**src/rtl/patch_eval_pkg.sv**
```systemverilog
// Shared defaults and helpers for the patch evaluator arbiter.
// The patch function is evaluated at a fixed wide width and narrowed by the caller.
package patch_eval_pkg;

    localparam int NREQ_DEF = 4;
    localparam int W_DEF    = 8;
    localparam int PW       = 64;

    function automatic int idw(input int n);
        return (n <= 2) ? 1 : $clog2(n);
    endfunction

    function automatic logic [PW-1:0] patch_f(
        input logic [PW-1:0] a,
        input logic [PW-1:0] b,
        input logic [PW-1:0] c
    );
        return a | (b & c);
    endfunction

endpackage

```
**src/rtl/patch_eval_arb_if.sv**
```systemverilog
// Requester and response bundle of the patch evaluator arbiter.
// master = requesters/consumer side, slave = arbiter side.
interface patch_eval_arb_if
    import patch_eval_pkg::*;
#(
    parameter int NREQ = NREQ_DEF,
    parameter int W    = W_DEF
);
    localparam int IDW = idw(NREQ);

    logic [NREQ-1:0]   req_valid;
    logic [NREQ-1:0]   req_ready;
    logic [NREQ*W-1:0] req_a;
    logic [NREQ*W-1:0] req_b;
    logic [NREQ*W-1:0] req_c;
    logic              rsp_valid;
    logic              rsp_ready;
    logic [IDW-1:0]    rsp_id;
    logic [W-1:0]      rsp_t;
    logic [15:0]       done_cnt;
    logic              busy;

    modport master (
        output req_valid, req_a, req_b, req_c, rsp_ready,
        input  req_ready, rsp_valid, rsp_id, rsp_t, done_cnt, busy
    );

    modport slave (
        input  req_valid, req_a, req_b, req_c, rsp_ready,
        output req_ready, rsp_valid, rsp_id, rsp_t, done_cnt, busy
    );

endinterface

```
**src/rtl/patch_eval_core.sv**
```systemverilog
// Combinational W-bit patch evaluator: t = a | (b & c).
// W is limited to the package evaluation width PW.
module patch_eval_core
    import patch_eval_pkg::*;
#(
    parameter int W = W_DEF
) (
    input  logic [W-1:0] a,
    input  logic [W-1:0] b,
    input  logic [W-1:0] c,
    output logic [W-1:0] t
);

    assign t = W'(patch_f(PW'(a), PW'(b), PW'(c)));

endmodule

```
**src/rtl/patch_eval_arb.sv**
```systemverilog
// Round-robin arbiter feeding a two-stage patch evaluation pipeline.
// S1 holds the granted operands, S2 holds the result driving rsp_*.
module patch_eval_arb
    import patch_eval_pkg::*;
#(
    parameter int NREQ = NREQ_DEF,
    parameter int W    = W_DEF
) (
    input logic             clk,
    input logic             rst,
    patch_eval_arb_if.slave bus
);

    localparam int IDW = idw(NREQ);

    logic [IDW-1:0] ptr;
    logic [IDW-1:0] ptr_nxt;
    logic [IDW-1:0] win;
    logic [IDW-1:0] cand;
    logic           found;
    int             idx;

    logic           s1_valid;
    logic [IDW-1:0] s1_id;
    logic [W-1:0]   s1_a;
    logic [W-1:0]   s1_b;
    logic [W-1:0]   s1_c;
    logic [W-1:0]   s1_t;

    logic           s2_load;
    logic           s1_free;
    logic           accept;

    assign s2_load = !bus.rsp_valid || bus.rsp_ready;
    assign s1_free = !s1_valid || s2_load;
    assign accept  = found && s1_free && !rst;
    assign bus.busy = (s1_valid || bus.rsp_valid) && !rst;

    // First valid requester at or after ptr, wrapping modulo NREQ.
    always_comb begin
        found = 1'b0;
        win   = '0;
        idx   = 0;
        cand  = '0;
        for (int k = 0; k < NREQ; k++) begin
            idx = int'(ptr) + k;
            if (idx >= NREQ) idx = idx - NREQ;
            cand = IDW'(idx);
            if (!found && bus.req_valid[cand]) begin
                found = 1'b1;
                win   = cand;
            end
        end
    end

    always_comb begin
        ptr_nxt = (int'(win) == NREQ - 1) ? '0 : win + 1'b1;
        bus.req_ready = '0;
        if (accept) bus.req_ready[win] = 1'b1;
    end

    always_ff @(posedge clk) begin
        if (rst) begin
            s1_valid <= 1'b0;
            s1_id    <= '0;
            s1_a     <= '0;
            s1_b     <= '0;
            s1_c     <= '0;
            ptr      <= '0;
        end else if (accept) begin
            s1_valid <= 1'b1;
            s1_id    <= win;
            s1_a     <= bus.req_a[int'(win)*W +: W];
            s1_b     <= bus.req_b[int'(win)*W +: W];
            s1_c     <= bus.req_c[int'(win)*W +: W];
            ptr      <= ptr_nxt;
        end else if (s2_load) begin
            s1_valid <= 1'b0;
        end
    end

    patch_eval_core #(
        .W(W)
    ) u_core (
        .a(s1_a),
        .b(s1_b),
        .c(s1_c),
        .t(s1_t)
    );

    // S2 only advances when empty or being drained this cycle.
    always_ff @(posedge clk) begin
        if (rst) begin
            bus.rsp_valid <= 1'b0;
            bus.rsp_id    <= '0;
            bus.rsp_t     <= '0;
            bus.done_cnt  <= '0;
        end else begin
            if (s2_load) begin
                bus.rsp_valid <= s1_valid;
                if (s1_valid) begin
                    bus.rsp_id <= s1_id;
                    bus.rsp_t  <= s1_t;
                end
            end
            if (bus.rsp_valid && bus.rsp_ready)
                bus.done_cnt <= bus.done_cnt + 16'd1;
        end
    end

endmodule

```
**src/flat_wrapper.sv**
```systemverilog
// flat-port wrapper written by rule: the top's interface ports become plain ports
module patch_eval_arb_flat import patch_eval_pkg::*;
#(
    parameter int NREQ = NREQ_DEF,
    parameter int W    = W_DEF
)
  (clk, rst, bus_req_valid, bus_req_a, bus_req_b, bus_req_c, bus_rsp_ready, bus_req_ready, bus_rsp_valid, bus_rsp_id, bus_rsp_t, bus_done_cnt, bus_busy);
  patch_eval_arb_if #(.NREQ(NREQ), .W(W)) bus_i ();
  input logic clk;
  input logic rst;
  input wire logic [$bits(bus_i.req_valid)-1:0] bus_req_valid;
  input wire logic [$bits(bus_i.req_a)-1:0] bus_req_a;
  input wire logic [$bits(bus_i.req_b)-1:0] bus_req_b;
  input wire logic [$bits(bus_i.req_c)-1:0] bus_req_c;
  input wire logic [$bits(bus_i.rsp_ready)-1:0] bus_rsp_ready;
  output wire logic [$bits(bus_i.req_ready)-1:0] bus_req_ready;
  output wire logic [$bits(bus_i.rsp_valid)-1:0] bus_rsp_valid;
  output wire logic [$bits(bus_i.rsp_id)-1:0] bus_rsp_id;
  output wire logic [$bits(bus_i.rsp_t)-1:0] bus_rsp_t;
  output wire logic [$bits(bus_i.done_cnt)-1:0] bus_done_cnt;
  output wire logic [$bits(bus_i.busy)-1:0] bus_busy;
  assign bus_i.req_valid = bus_req_valid;
  assign bus_i.req_a = bus_req_a;
  assign bus_i.req_b = bus_req_b;
  assign bus_i.req_c = bus_req_c;
  assign bus_i.rsp_ready = bus_rsp_ready;
  assign bus_req_ready = bus_i.req_ready;
  assign bus_rsp_valid = bus_i.rsp_valid;
  assign bus_rsp_id = bus_i.rsp_id;
  assign bus_rsp_t = bus_i.rsp_t;
  assign bus_done_cnt = bus_i.done_cnt;
  assign bus_busy = bus_i.busy;
  patch_eval_arb #(.NREQ(NREQ), .W(W)) u_core (.clk(clk), .rst(rst), .bus(bus_i));
endmodule
```
**config.mk**
```make
export PLATFORM = sky130hd
export DESIGN_NAME = patch_eval_arb_flat
export DESIGN_NICKNAME = d
export VERILOG_FILES = /design/src/rtl/patch_eval_pkg.sv /design/src/rtl/patch_eval_arb_if.sv /design/src/rtl/patch_eval_core.sv /design/src/rtl/patch_eval_arb.sv /design/src/flat_wrapper.sv
export SDC_FILE = /design/constraint.sdc
export NUM_CORES = 1
export LEC_CHECK = 0
export CORE_UTILIZATION = 46
export CTS_CLUSTER_DIAMETER = 60
export DETAILED_ROUTE_END_ITERATION = 8
export GPL_TIMING_DRIVEN = 0
export PLACE_DENSITY = 0.94
export SYNTH_ARGS = -nofsm -noshare
export SYNTH_HDL_FRONTEND = slang
export SYNTH_HIERARCHICAL = 1
export SYNTH_SLANG_ARGS = --single-unit
```
**constraint.sdc**
```tcl
create_clock -name clk -period 6 [get_ports clk]
set_input_delay 1.2 -clock clk [delete_from_list [all_inputs] [get_ports clk]]
set_output_delay 1.2 -clock clk [all_outputs]
set_load 0.02 [all_outputs]
```
### Yosys cells after proc, flatten, opt, wreduce, memory -nomap -nowiden

Cells that the tools add are included.

* word-level logic and storage cells: 80
* flip-flop bits (word level): 56
* output and inout port bits: 32
* bits of input ports: 103

* order comparisons: 10
* shift operators: 3
* reductions and logical operators: 19
* add/subtract/negate cells: 9
* bitwise operators: 2
* mux-type cells: 26
* eq/ne operators: 1

Operators by type and width (number)
* indexed part select 32 x 6 -> 8 bit: 3
* two-way mux 2 bit: 9
* adder 16 x 1 -> 16 bit, second input constant: 1
* less-than comparator 2 x 3 -> 1 bit, second input constant: 5
* two-way mux 1 bit: 11
* >= comparator 3 bit, second input constant: 3
* AND 8 bit: 1
* binary-select mux 1 bit (select 2 bit): 4
* logical AND 1 bit: 8
* OR 8 bit: 1
* subtractor 2 x 1 -> 2 bit, second input constant: 4
* adder 2 x 2 -> 3 bit, second input constant: 2
* logical NOT 1 bit: 6
* two-way mux 4 bit: 1
* adder 2 x 1 -> 3 bit, second input constant: 1
* >= comparator 2 x 3 -> 1 bit, second input constant: 1
* logical OR 1 bit: 3
* adder 2 x 1 -> 2 bit, second input constant: 1
* demux 1 bit (select 2 bit): 1
* equality test 2 x 1 -> 1 bit, second input constant: 1
* >= comparator 2 x 1 -> 1 bit, second input constant: 1
* AND reduction 2 bit: 1
* nonzero test 2 bit: 1

### Logic depth before layout (Yosys ltp)

* word-level depth: 19
* mapped depth: 8
* gate-level depth less buffers: 7

### Hierarchy

The synthesis kept the hierarchy.

Modules (own cells, without submodules)
* patch_eval_arb: area each 3100.5 um2, times used 1, cells an instance 354, sequential area each 1121.1 um2
* patch_eval_core: area each 60.1 um2, times used 1, cells an instance 8, sequential area each 0.0 um2

### Worst setup path before layout

OpenSTA, ideal clock, no wires.

* kind: input-to-output
* start: input port bus_req_valid[2]
* end: output port bus_req_ready[1]
* path buffers: 2
* data required time: 4800 ps
* slack: 2142 ps
* stages on the path: 7
* data arrival time: 2658 ps
* path through: nor2b_1 a311oi_2 nor2_1 or3_1 buf_2 buf_6 nor2_1

* word-level cells in the longest chain between the ends: 17
* elaborated cells between the ends (all ways): 30
* classes of those cells: order compare: 2; mux: 19; reduce/logical: 9

RTL lines
* from (decl): RTL line flat_wrapper.sv:11 `input wire logic [$bits(bus_i.req_valid)-1:0] bus_req_valid;`
* binary-select mux 1 bit (select 2 bit): RTL line patch_eval_arb.sv:49 `if (!found && bus.req_valid[cand]) begin`
* two-way mux 1 bit (not written as such): RTL line patch_eval_arb.sv:49
* two-way mux 1 bit: RTL line patch_eval_arb.sv:49
* logical NOT 1 bit: RTL line patch_eval_arb.sv:49
* logical AND 1 bit: RTL line patch_eval_arb.sv:49
* two-way mux 1 bit: RTL line patch_eval_arb.sv:49
* logical NOT 1 bit: RTL line patch_eval_arb.sv:49
* logical AND 1 bit: RTL line patch_eval_arb.sv:49
* two-way mux 1 bit: RTL line patch_eval_arb.sv:49
* logical NOT 1 bit: RTL line patch_eval_arb.sv:49
* logical AND 1 bit: RTL line patch_eval_arb.sv:49
* two-way mux 2 bit: RTL line patch_eval_arb.sv:49
* less-than comparator 2 x 3 -> 1 bit (not written as such) or >= comparator 2 x 1 -> 1 bit (tied branches): RTL line patch_eval_arb.sv:59 `if (accept) bus.req_ready[win] = 1'b1;`
* logical AND 1 bit (not written as such): RTL line patch_eval_arb.sv:59
* two-way mux 1 bit (not written as such): RTL line patch_eval_arb.sv:59
* demux 1 bit (select 2 bit)
* two-way mux 4 bit (*): RTL line patch_eval_arb.sv:59
* to (decl): RTL line flat_wrapper.sv:16 `output wire logic [$bits(bus_i.req_ready)-1:0] bus_req_ready;`

Mark *: on every way between the ends. The rest lies on a longest branch, timed or not. The select of a mux whose other input is x is not followed.

### Final worst setup path

* start: input port bus_req_valid[3]
* end: output port bus_req_ready[3]

Same word-level chain as after synthesis.

==> flow_results.org <==
** Synthesis
- Cell count after synthesis :: 362
- Summing the sequential cell areas from Yosys gives 35.47% of the chip area.
- Total of flip-flops plus latches after synthesis :: 56
- Flip-flop cell with the highest count after synthesis :: sky130_fd_sc_hd__dfxtp_1
- Mapped Nets :: 467
- Mean area per synthesized cell :: 8.731 µm²
- For this run, the number of Yosys warnings is 6.
- Post-synth EDFFs :: 0
- Async SR Flop Fraction :: 0%
- Number of distinct library cell variants in the gate-level netlist after synthesis :: 40
- The cell area that synthesis handed to floorplanning was 3161 µm².

** Floorplan
- Top-level I/O count :: 135
- Core area :: 6495 µm²
- The die is 84.89 µm tall.
- Initial Utilization :: 48.66%
- Die area :: 7206 µm²
- Die X-Extent :: 84.89 µm
- In this run the core area contains 29 standard-cell rows.

** Detailed routing
- After detailed routing, the total wire length is 9779 µm.
- Dividing the detail-routed via count by the number of cells gives 5.632.
- Routed wirelength normalized by instance count :: 16.83 µm
- Count of unresolved DRC violations after routing :: 8
- In this run, the number of DRC markers left after iteration 0 of detailed routing was 221.
- DRT antenna net count :: 0
- Vias :: 3272
- The first detailed-routing pass ran for 9 iterations.

** Critical path
- Worst R2R Setup Slack :: 3.60 ns
- Reg-to-Reg Start :: u_core/ptr[0]
- STA classifies the critical path endpoint as an output pin.
- At the worst endpoint, the required time is 4.80 ns.
- The largest individual stage delay along the critical path comes from the cell sky130_fd_sc_hd__clkdlybuf4s50_1.
- Peak fanout along the critical path :: 10
- Endpoint of the most critical register-to-register path :: u_core/ptr[0]
- Length in cells of the worst reg-to-reg path :: 8
- Delay of the slowest cell on the worst path :: 0.56 ns
- The critical path goes through clkdlybuf4s50_1, or2_1, and4b_1, nor2_4, buf_2, inv_2, ha_1, nor3b_1, clkdlybuf4s50_1.
- For the worst setup path, the data arrival time is 3.85 ns.
- Most repeated library cell on the critical path :: sky130_fd_sc_hd__clkdlybuf4s50_1
- The worst setup path is of the input pin to output pin kind.
- Kind of launch point of the worst setup path :: input pin

** Clock network
- For the worst-skew pair, the clock arrives at the later sink with an insertion delay of 0.31 ns.
- Number of buffers added to fix hold violations after cts :: 0
- Depth of the CTS H-tree :: 2
- Number of resized instances in the post-cts repair step :: 0
- After clock tree synthesis, the clock-pin slew on the worst setup and hold paths is 0.09 ns.
- Clock buffers created by TritonCTS :: 5
- The clock drives 56 sinks.
- TritonCTS built the clock tree.
- After clock tree synthesis, the setup repair step added 0 buffers.
- Longest Clk Path Bufs :: 2
- The tree is rooted in a sky130_fd_sc_hd__clkbuf_8.

** Placed design
- Port buffering added 134 buffers.
- OpenSTA, run right after detailed placement, puts the worst setup slack at 0.9755 ns.
- Estimated wirelength of the detail-placed design :: 7493 µm
- Routability congestion estimate :: 0.8086

** STA
- Measured against its own limit, the worst slew margin works out to 48.14%.
- Setup violations remaining at the end of the flow were counted as 0.
- Setup total negative slack on the finished layout was measured at 0 ns.
- Maximum operating frequency :: 197.8 MHz
- For the final database, setup skew stands at 0.006428 ns.
- Final critical-path setup slack :: 0.9452 ns
- Worst-Margin Slew :: 0.7715 ns
- Final-report max-slew violation count :: 0
- Setup repair after global routing left no endpoint under its margin.
- The final critical path takes up 84.25% of the cycle.
- The final count of hold timing violations was 0.
- Post-route minimum period :: 5.055 ns

** GRT
- For this run, the total global-route usage over all layers was measured as 27.44%.
- The first global-routing pass estimated 15590 µm of wire.
- Met3 layer usage reported by global route :: 3.891%
- Global routing used 32.42% of the available met1 tracks.
- Initial antenna violation count :: 0
- Entering global routing, the biggest net connects 17 pins.
- Most crowded layer after global routing :: met2
- The total overflow left after global routing is 0.
- Met2 demand-to-capacity share in global routing :: 49.59%
- The number of global-route vias before repair was 3339.

** Status
- The flow ran to the end, but the final reports show violations.
- The checks that failed: design-rule violations.

** Final layout
- Fraction of layout instances using a drive strength above 1 :: 7.738%
- The library cell used most frequently in the layout, excluding fill and tap cells, is sky130_fd_sc_hd__clkdlybuf4s50_1.
- From synthesis to final layout, the design area changed by 49.49%.
- In the layout the commonest cells are 134 x sky130_fd_sc_hd__clkdlybuf4s50_1, 56 x sky130_fd_sc_hd__dfxtp_1, 39 x sky130_fd_sc_hd__nand2_1, 35 x sky130_fd_sc_hd__nor2_1, 35 x sky130_fd_sc_hd__mux2i_1.
- Final antenna diode count :: 0
- Post-layout utilization of the core :: 72.74%
- Net count reported at finish :: 608

** Worst hold path
- Counting instances, the worst hold path has a depth of 2.
- Class of the most critical hold timing path :: flip-flop to flip-flop
- Hold Path Origin :: u_core/s1_id[0]
- Worst Hold End :: u_core/s1_id[0]

** Pwr
- Power Dens Cells :: 238.9 nW/µm²
- Maximum ir drop on the vdd rail :: 181.8 µV
- PnR Total Power :: 1.129 mW
- In this run the static leakage power is 1.915 nW.

** Job
- Max-Cap Viols :: 0
## worst max-delay path: cells and delay by family
| family | cells | cell delay, ns |
|---|---|---|
| fa+ha+maj | 1 | 0.19 |
| buf+inv | 4 | 1.47 |
| simple gates | 4 | 0.99 |
## power by group
part,internal [mW],switching (mW)
registers,0.422,0.0349
clock network,0.147,0.116
logic,0.207,0.202
## registers in the layout, summed over array words and instances (netlist names)
| signal | flops |
|---|---|
| u_core/bus.rsp_t | 8 |
| u_core/bus.rsp_valid | 1 |
| u_core/s1_b | 8 |
| u_core/s1_a | 8 |
| u_core/s1_id | 2 |
| u_core/s1_c | 8 |
| u_core/bus.rsp_id | 2 |
| u_core/s1_valid | 1 |
| u_core/bus.done_cnt | 16 |
| u_core/ptr | 2 |
## kinds of logic after synthesis
| logic type | Yosys count | share of synthesized area (%) |
|---|---|---|
| and+or+nand+nor | 134 | 22.25 |
| adders and majority gates | 2 | 0.7916 |
| muxes | 35 | 11.08 |
| DFF | 56 | 35.47 |
| buffers and inverters | 30 | 4.276 |
| xor gates and xnor gates | 14 | 3.880 |
| AOI/OAI and AO/OA | 91 | 22.25 |
## layer usage
metal  part of all wire (%)  up-vias
li1                       -     1566
met1                     41     1547
met2                     50      133
met3                    5.3       26
met4                    3.0        0
met5                      0        -
## metrics by stage
step,area [µm²],cells,hold WS (ns)
6_report,4725,581,0.4617
5_1_grt,4725,581,0.4951
4_1_cts,4725,581,0.4622
3_5_place_dp,4598,573,0.4500
3_3_place_gp,4598,573,0.4446
2_1_floorplan,3161,362,0.4345
## Yosys cell counts, drive strengths merged, types with 2 or more instances
master   n  share of area (%)
dfxtp   56                 35
nand2   39                4.6
nor2    36                4.5
mux2i   35                 11
nor3b   24                5.7
o21ai   24                3.8
o211ai  23                8.5
o21a    23                5.5
buf     13                2.3
clkbuf  13                1.5
a21oi   10                1.6
xor2     9                2.5
a21o     8                1.9
nand2b   7                1.4
nand4    6                1.2
xnor2    5                1.4
nor4     4               0.99
and3     3               0.59
inv      3               0.36
nand3    3               0.47
or3      3               0.59
and4     2               0.55
ha       2               0.79
nor2b    2               0.40
## worst max-delay path by stage
stage	to	slack, ns	startpoint
final	bus_req_ready[3]	0.95	bus_req_valid[3]
after global routing	bus_req_ready[3]	0.82	bus_req_valid[3]
after CTS	bus_req_ready[3]	0.95	bus_req_valid[3]
after detailed placement	bus_req_ready[3]	0.98	bus_req_valid[3]
after global placement	bus_req_ready[3]	1.02	bus_req_valid[3]
after floorplan	bus_req_ready[1]	2.14	bus_req_valid[2]
## layout make-up
| cell class | count | area [µm²] |
|---|---|---|
| multi-input cells | 276 | 1904 |
| fillers | 475 | 1770 |
| repair buffers | 134 | 1341 |
| flip-flops and latches | 56 | 1121 |
| plain buffers | 26 | 120.1 |
| clock buffers | 7 | 96.34 |
| well taps | 77 | 96.34 |
| clock inverters | 1 | 30.03 |
| inverters | 4 | 15.01 |
Power figures use the tool's default switching activity.
==> patch: new RTL, config.mk and constraints unchanged <==
Make the reset (`rst`) asynchronous in 2 clocked blocks.
--- a/src/rtl/patch_eval_arb.sv
+++ b/src/rtl/patch_eval_arb.sv
@@ -60,5 +60,5 @@
     end
 
-    always_ff @(posedge clk) begin
+    always_ff @(posedge clk or posedge rst) begin
         if (rst) begin
             s1_valid <= 1'b0;
@@ -90,5 +90,5 @@
 
     // S2 only advances when empty or being drained this cycle.
-    always_ff @(posedge clk) begin
+    always_ff @(posedge clk or posedge rst) begin
         if (rst) begin
             bus.rsp_valid <= 1'b0;
Function: differs if rst is asserted again (counterexample within 4 cycles, from zero or initial values and one cycle with rst high); with rst held inactive, the same outputs for 10 cycles.
==> patch against the original RTL <==
  * The flow still finishes with violations (DRC)
  * Design area shrank 0.79%
  * Register-to-register slack improved by 0.32 ns
  * Sequential share of layout area is 6.2 points higher
  * Area after synthesis fell by 0.79%
  * Worst setup slack improved by 0.19 ns
  * Total power grew 38%
  * Wire length shrank 7.9%
  * Non-clock buffer count down 7
  * Sequential cell count did not move
==> patch: results (changes against the original RTL) <==
----------------------------------------------------
[Status]
  Status ... finished with violations
  Violations in the final reports ... DRC

[Power]
  Peak ir drop on the vdd network ... 183 µV (+0.67%)

[Route]
  Detailed-routing iteration count for the pre-antenna-repair pass ... 6 (-3)
  Routed vias ... 2851 (-13%)
  DR DRC count ... 7 (-1)
  Average routed wire per standard cell ... 17.5 µm (+3.8%)

[Placement]
  Final RePlAce weighted congestion ... 0.778 (-3.7%)
  Sum of net half-perimeters after detailed placement ... 6960 µm (-7.1%)

[Synthesis]
  Ys flop type ... sky130_fd_sc_hd__dfrtp_1
  Number of distinct standard cells referenced by the synthesized netlist ... 36 (-10%)
  Async set-reset flop share out of synthesis ... 100% (+100 points)
  Synthesized area per cell ... 10.6 µm² (+21%)

[Setup path]
  Arrival @ worst endpoint ... 3.66 ns (-0.19 ns)
  Largest driver fanout on the critical path ... 24 (+14)
  Startpoint of the worst register-to-register path ... u_core/ptr[1]$_DFFE_PP0P_
  Capturing instance or port of the critical path ... bus_req_ready[0]
  Reg-to-Reg End ... u_core/s1_a[3]$_DFFE_PP0P_
  Highest cell delay on the worst timing path ... 0.64 ns (+0.08 ns)

[Cells and area]
  Number of standard cells in the layout, taps in and fillers out ... 516 (-11%)
  # nets final ... 543 (-11%)
  Layout cells sized above 1 ... 14.8% (+7.1 points)

[Global route]
  GRT Resource Usage Total ... 26.4% (-1.0 points)
  Wire length of the first global-routing pass ... 14800 µm (-5.4%)
  Pin count of the biggest net entering global routing ... 37 (+20)
  Via count of the first global-routing pass ... 3096 (-7.3%)

----------------------------------------------------
-- patch: how the worst min path moves through the flow --
stage | startpoint | endpoint | cells past startpoint
after floorplan | u_core/s1_id[0]$_DFFE_PP0P_ | u_core/s1_id[0]$_DFFE_PP0P_ | 2
final | u_core/bus.done_cnt[15]$_DFFE_PP0P_ | u_core/bus.done_cnt[15]$_DFFE_PP0P_ | 1
after global routing | u_core/bus.done_cnt[15]$_DFFE_PP0P_ | u_core/bus.done_cnt[15]$_DFFE_PP0P_ | 1
after detailed placement | u_core/s1_id[0]$_DFFE_PP0P_ | u_core/s1_id[0]$_DFFE_PP0P_ | 2
after global placement | u_core/s1_id[0]$_DFFE_PP0P_ | u_core/s1_id[0]$_DFFE_PP0P_ | 2
after CTS | u_core/bus.done_cnt[15]$_DFFE_PP0P_ | u_core/bus.done_cnt[15]$_DFFE_PP0P_ | 1
-- patch: cells by family (layout without fill, tap and decap cells) --
logic type | Yosys count | count (layout) | share of synthesized area (%)
buf+inv | 45 | 188 | 7.10
fa+ha+maj | 2 | 2 | 0.798
simple gates | 78 | 78 | 14.0
mux | 36 | 36 | 11.9
compound gates | 64 | 64 | 17.3
xor+xnor | 15 | 15 | 4.19
flops | 56 | 56 | 44.7
-- patch: area by class of cell --
type	instances	area share, %
Tap cell	77	2.06
Clock inverter	3	0.534
Sequential cell	56	29.9
Multi-Input combinational cell	195	32.2
Buffer	18	2.59
Inverter	27	2.16
Clock buffer	5	1.47
Timing Repair Buffer	135	29.0
-- patch: layer usage --
metal	up-vias	global-route usage, %	part of all wire [%]
li1	1344	-	-
met1	1373	32.5	39
met2	112	46.6	52
met3	22	4.72	6.0
met4	0	9.40	2.6
met5	-	0	0
-- patch: stage by stage --
stage | power [mW] | worst slack [ns]
finish | 1.56 | 1.14
global route | 1.64 | 0.985
CTS | 1.56 | 1.10
detailed placement | 1.34 | 1.11
global placement | 1.31 | -0.216
floorplan | 1.04 | 1.27
-- patch: power breakdown --
part	switching, mW	internal, mW	total, mW	leakage [nW]
logic	0.335	0.374	0.709	1.39
registers	0.113	0.516	0.629	0.702
clock network	0.132	0.0854	0.218	0.0452
total	0.580	0.976	1.56	2.14
-- patch: worst reg2reg max path, cell delays in order (launching register included) --
cell,delay [ns]
sky130_fd_sc_hd__dfrtp_1,0.33
sky130_fd_sc_hd__buf_2,0.17
sky130_fd_sc_hd__mux2i_1,0.19
sky130_fd_sc_hd__nor2_1,0.06
sky130_fd_sc_hd__nor3_1,0.26
sky130_fd_sc_hd__buf_4,0.27
sky130_fd_sc_hd__buf_4,0.27
sky130_fd_sc_hd__mux2i_1,0.29
sky130_fd_sc_hd__o221ai_2,0.11
